--- src/rtl/echo_request_input.sv ---
// Request-direction portal endpoint for the echo example: reassembles 32-bit
// request-pipe words into say/say2 calls buffered in per-method FIFOs.
module echo_request_input #(
    parameter int DEPTH = 2
) (
    input  logic        CLK,
    input  logic        RST,
    input  logic [15:0] portalIfc_messageSize_size_methodNumber,
    output logic [15:0] portalIfc_messageSize_size,
    output logic        RDY_portalIfc_messageSize_size,
    input  logic [31:0] portalIfc_requests_0_enq_v,
    input  logic        EN_portalIfc_requests_0_enq,
    output logic        RDY_portalIfc_requests_0_enq,
    output logic        portalIfc_requests_0_notFull,
    input  logic [31:0] portalIfc_requests_1_enq_v,
    input  logic        EN_portalIfc_requests_1_enq,
    output logic        RDY_portalIfc_requests_1_enq,
    output logic        portalIfc_requests_1_notFull,
    output logic        RDY_say,
    output logic [31:0] say_v,
    input  logic        EN_say,
    output logic        RDY_say2,
    output logic [31:0] say2_a,
    output logic [31:0] say2_b,
    input  logic        EN_say2,
    output logic        err_drop
);

    localparam int AW = $clog2(DEPTH);
    localparam int CW = AW + 1;
    localparam logic [CW-1:0] FULL = CW'(DEPTH);

    typedef enum logic {
        WAIT_A,
        WAIT_B
    } state_t;

    state_t state, state_next;

    logic [31:0]   fifo0 [DEPTH];
    logic [AW-1:0] wr0, rd0;
    logic [CW-1:0] count0;

    logic [31:0]   fifo1_a [DEPTH];
    logic [31:0]   fifo1_b [DEPTH];
    logic [AW-1:0] wr1, rd1;
    logic [CW-1:0] count1;

    logic [31:0] hold;

    logic rdy0, rdy1;
    logic enq0, pop0, enq1, pop1, load_hold;
    logic drop0, drop1;

    always_comb begin
        portalIfc_messageSize_size = 16'd0;
        case (portalIfc_messageSize_size_methodNumber)
            16'd0:   portalIfc_messageSize_size = 16'd32;
            16'd1:   portalIfc_messageSize_size = 16'd64;
            default: portalIfc_messageSize_size = 16'd0;
        endcase
    end

    assign RDY_portalIfc_messageSize_size = 1'b1;

    assign rdy0  = (count0 < FULL);
    assign enq0  = EN_portalIfc_requests_0_enq && rdy0;
    assign drop0 = EN_portalIfc_requests_0_enq && !rdy0;
    assign pop0  = EN_say && (count0 != '0);
    assign pop1  = EN_say2 && (count1 != '0);

    assign RDY_portalIfc_requests_0_enq = rdy0;
    assign portalIfc_requests_0_notFull = rdy0;
    assign RDY_portalIfc_requests_1_enq = rdy1;
    assign portalIfc_requests_1_notFull = rdy1;

    always_ff @(posedge CLK) begin
        if (RST) state <= WAIT_A;
        else     state <= state_next;
    end

    // Only the b word needs FIFO space; the a word always lands in hold.
    always_comb begin
        state_next = state;
        rdy1       = 1'b1;
        load_hold  = 1'b0;
        enq1       = 1'b0;
        case (state)
            WAIT_A: begin
                if (EN_portalIfc_requests_1_enq) begin
                    load_hold  = 1'b1;
                    state_next = WAIT_B;
                end
            end
            WAIT_B: begin
                rdy1 = (count1 < FULL);
                if (EN_portalIfc_requests_1_enq && rdy1) begin
                    enq1       = 1'b1;
                    state_next = WAIT_A;
                end
            end
            default: state_next = WAIT_A;
        endcase
    end

    assign drop1 = EN_portalIfc_requests_1_enq && !rdy1;

    always_ff @(posedge CLK) begin
        if (RST) begin
            wr0    <= '0;
            rd0    <= '0;
            count0 <= '0;
        end else begin
            if (enq0) begin
                fifo0[wr0] <= portalIfc_requests_0_enq_v;
                wr0        <= wr0 + AW'(1);
            end
            if (pop0) rd0 <= rd0 + AW'(1);
            count0 <= count0 + CW'(enq0) - CW'(pop0);
        end
    end

    always_ff @(posedge CLK) begin
        if (RST) begin
            wr1    <= '0;
            rd1    <= '0;
            count1 <= '0;
            hold   <= '0;
        end else begin
            if (load_hold) hold <= portalIfc_requests_1_enq_v;
            if (enq1) begin
                fifo1_a[wr1] <= hold;
                fifo1_b[wr1] <= portalIfc_requests_1_enq_v;
                wr1          <= wr1 + AW'(1);
            end
            if (pop1) rd1 <= rd1 + AW'(1);
            count1 <= count1 + CW'(enq1) - CW'(pop1);
        end
    end

    always_ff @(posedge CLK) begin
        if (RST)                 err_drop <= 1'b0;
        else if (drop0 || drop1) err_drop <= 1'b1;
    end

    assign RDY_say  = (count0 != '0);
    assign RDY_say2 = (count1 != '0);
    assign say_v    = RDY_say  ? fifo0[rd0]   : '0;
    assign say2_a   = RDY_say2 ? fifo1_a[rd1] : '0;
    assign say2_b   = RDY_say2 ? fifo1_b[rd1] : '0;

endmodule

--- config.mk ---
export PLATFORM = sky130hd
export DESIGN_NAME = echo_request_input
export DESIGN_NICKNAME = d
export VERILOG_FILES = /design/src/rtl/echo_request_input.sv
export SDC_FILE = /design/constraint.sdc
export NUM_CORES = 1
export LEC_CHECK = 0
export BUFFER_PORTS_ARGS = -buffer_cell sky130_fd_sc_hd__buf_2
export CORE_ASPECT_RATIO = 2
export CORE_MARGIN = 1.5
export CORE_UTILIZATION = 40
export CTS_BUF_LIST = sky130_fd_sc_hd__clkbuf_4
export DETAILED_ROUTE_END_ITERATION = 12
export SYNTH_ARGS = -nofsm -noshare
export SYNTH_HDL_FRONTEND = slang
export SYNTH_SLANG_ARGS = --single-unit
--- constraint.sdc ---
create_clock -name CLK -period 10.7 [get_ports CLK]
set_input_delay 3.21 -clock CLK [delete_from_list [all_inputs] [get_ports CLK]]
set_output_delay 3.21 -clock CLK [all_outputs]
set_load 0.01 [all_outputs]
==> results.md <==
- Routed WL: 17500 µm
- DRC errors left: 0
- Number of flops mapped to enable cells by yosys: 192
- R2R depth: 3
- Initial cell density of the core: 0.406
- Number of buffers created by CTS: 50
- Hold buffer count at cts: 0
- Setup Crit Path Kind: in2out
- Largest stage delay on the critical path: 0.29 ns
- Power Density: 210 mW/mm²
- Slowest CP cell: nor4_1
- Min Tclk post-route: 7.22 ns
- Post-route ant nets: 0
- I/O Pins: 206
- CP Cell Sequence: buf_2 > nor4_1 > nand4_1 > nor2_1 > buf_2
- Comb pwr share: 0.222
- Top cell by count, worst path: buf_2
- Syn avg cell area: 14.4 µm²
- Clock Power Share: 0.296
- Chip height: 217 µm
- Crit path launch: portalIfc_messageSize_size_methodNumber[9]
- Synthesized flop and latch total: 236
- Leakage power total: 0.00416 µW
- Vias in the first global route: 5566
- Final Skew: 0.0313 ns
- Peak VDD IR: 97.7 µV
- CTS root buffer: clkbuf_4
- Worst R2R Setup Slack: 8.60 ns
- Final setup viols: 0
- Yosys top cell by area: edfxtp_1
- Sequential fraction of design power: 0.483
- Clk_lat worst skew: 0.64 ns
- Number of post-CTS setup repair buffers: 0
- Crit Path Max Fanout: 2
- Area of the multi-input gates: 0.00220 mm²
- Largest net degree at the start of global routing: 66
- Post-synth top cells: 192 x edfxtp_1, 110 x nor2_1, 96 x mux2i_1
- Final setup margin: 3.48 ns
- Routed via count: 5522
- Final HPWL DP: 10900 µm
- Period utilization: 0.674
- Clock-pin slew of the registers on the worst-case setup and hold paths: 0.07 ns
- Startpoint types: primary input
- Storage element area: 0.00665 mm²
- Setup TNS: 0 ns
- Post-Synthesis Cell Area: 0.00918 mm²
- Slew Viols, Final: 0
- RSZ-0062 raised after global routing: no
- Clk sinks: 236
- Critical path arrival: 4.01 ns
- Psw: 678 µW
- Starting DRC count in detailed routing: 175
- Layout cells sized above 1: 0.335
- Overflow after GRT: 0
- Vias/cell: 4.72
- Nets: 940
- Synth-to-layout area growth: 18.8%
- Drt first pass iters: 5
- CTS tree: done
- Ys flop type: edfxtp_1
- Antenna violations before repair: 2
- Clock tree buffer depth: 3
- IO Port Bufs: 190
- FF-to-FF Start: count1[1]$_SDFF_PP0_
- Rows: 78
- Fill cell count: 2081
- Worst Path Buf+Inv: 2
- H-tree depth: 2
- Status: complete, no violations
- Post-synth top area share: 0.628
- Max-Cap Viols: 0
- Die X-Extent: 110 µm
- First-pass GRT wire length: 26900 µm
- Power Internal: 1610 µW
- Resize count post-CTS: 0
- Most common cell in the netlist: edfxtp_1
- Mapped Cells: 638
- Setup crit end kind: primary output
- GRT Total Usage: 0.147
- Distinct cells, synth: 31
- Post-place setup slack: 3.47 ns
- Crit path max-delay family: simple AND/OR/NAND/NOR gates
- Core Area: 0.0226 mm²
- Worst-Margin Slew: 1.00 ns
- WP depth: 5
- CP Capture Point: portalIfc_messageSize_size[5]
- Worst EP required: 7.49 ns
- WL/cell: 14.9 µm
- Synth warn: 0
- Max Fclk: 0.139 GHz
- Async SR Flop Fraction: 0
- GP Congestion: 0.681
- Final Hold Fails: 0
- Worst R2R End: fifo1_a[1][22]$_DFFE_PP_
- Register area share after synthesis: 0.724
- Switching share of total power: 0.296
- Top cells by area, synth: edfxtp_1 63%, mux2i_1 10%, dfxtp_1 9.6%
- Die Area: 0.0239 mm²
- Slew margin rel.: 0.333
- Worst hold-check path type: reg2reg
==> cell usage in the layout, fill, tap and decap left out, types with 3 or more instances in the layout <==
cell	n
xor2_1	5
buf_2	190
clkinv_1	15
inv_1	7
a21oi_2	13
nand2_1	67
conb_1	15
mux2i_1	96
edfxtp_1	192
a21oi_1	21
ha_1	3
nor2_1	108
buf_4	9
clkbuf_4	70
nor4_1	3
dfxtp_1	42
==> layer usage <==
metal  vias to the layer above  routed length [µm]  global-route usage
met1                      2594                6080               0.141
met3                        34                1190              0.0374
li1                       2682                   -                   -
met2                       210                9730               0.282
met5                         -                   9                   0
met4                         2                 457              0.0658
==> through the flow <==
step / cell area (µm²) / utilization / instances / hold slack [ns] / power, µW
CTS: 10900 / 0.482 / 1170 / 0.450 / 2340
detailed placement: 10200 / 0.452 / 1079 / 0.435 / 1650
global placement: 10200 / 0.452 / 1079 / 0.429 / 1650
floorplan: 9230 / - / 651 / 0.425 / 1470
finish: 10900 / 0.482 / 1171 / 0.444 / 2290
global route: 10900 / 0.482 / 1171 / 0.446 / 2430
==> worst min-delay path by stage <==
stage                     startpoint                        to  depth (start not counted)
2_1_floorplan   hold[0]$_SDFFE_PP0P_   fifo1_a[0][0]$_DFFE_PP_                          0
3_3_place_gp   hold[26]$_SDFFE_PP0P_  fifo1_a[1][26]$_DFFE_PP_                          0
3_5_place_dp   hold[30]$_SDFFE_PP0P_  fifo1_a[1][30]$_DFFE_PP_                          0
4_1_cts        hold[15]$_SDFFE_PP0P_  fifo1_a[1][15]$_DFFE_PP_                          0
5_1_grt         hold[0]$_SDFFE_PP0P_   fifo1_a[1][0]$_DFFE_PP_                          0
6_report       hold[15]$_SDFFE_PP0P_  fifo1_a[1][15]$_DFFE_PP_                          0
==> flip-flops by register name, indices dropped and copies added (netlist names), named ones only <==
| name | count |
|---|---|
| count0 | 2 |
| count1 | 2 |
| err_drop | 1 |
| fifo0 | 64 |
| fifo1_a | 64 |
| fifo1_b | 64 |
| hold | 32 |
| rd0 | 1 |
| rd1 | 1 |
| state | 1 |
| wr0 | 1 |
| wr1 | 1 |
==> kinds of logic (layout without fill, tap and decap cells) <==
logic type | Yosys count | count (layout) | share of synthesized area
flops | 236 | 236 | 0.724
simple gates | 199 | 199 | 0.0884
mux | 96 | 96 | 0.105
buf+inv | 58 | 297 | 0.0455
compound gates | 37 | 37 | 0.0260
xor+xnor | 7 | 7 | 0.00668
fa+ha+maj | 3 | 3 | 0.00409
other cells | 2 | 16 | 0.000818
==> cell type report <==
cell class                 instances  area share
inverter                           7     0.00241
clock buffer                      70      0.0482
clock inverter                    21      0.0130
sequential                       236       0.609
antenna                            1    0.000229
tap                              280      0.0321
multi-input combinational        357       0.201
timing repair buffer             199      0.0933
==> power by group through the flow <==
stage	sequential (µW)	combinational (µW)	clock (µW)
2_1_floorplan	1090	382	0
3_3_place_gp	1130	521	0
3_5_place_dp	1130	522	0
4_1_cts	1110	524	709
5_1_grt	1110	565	749
6_report	1110	508	678
(Power assumes the default switching activity.)
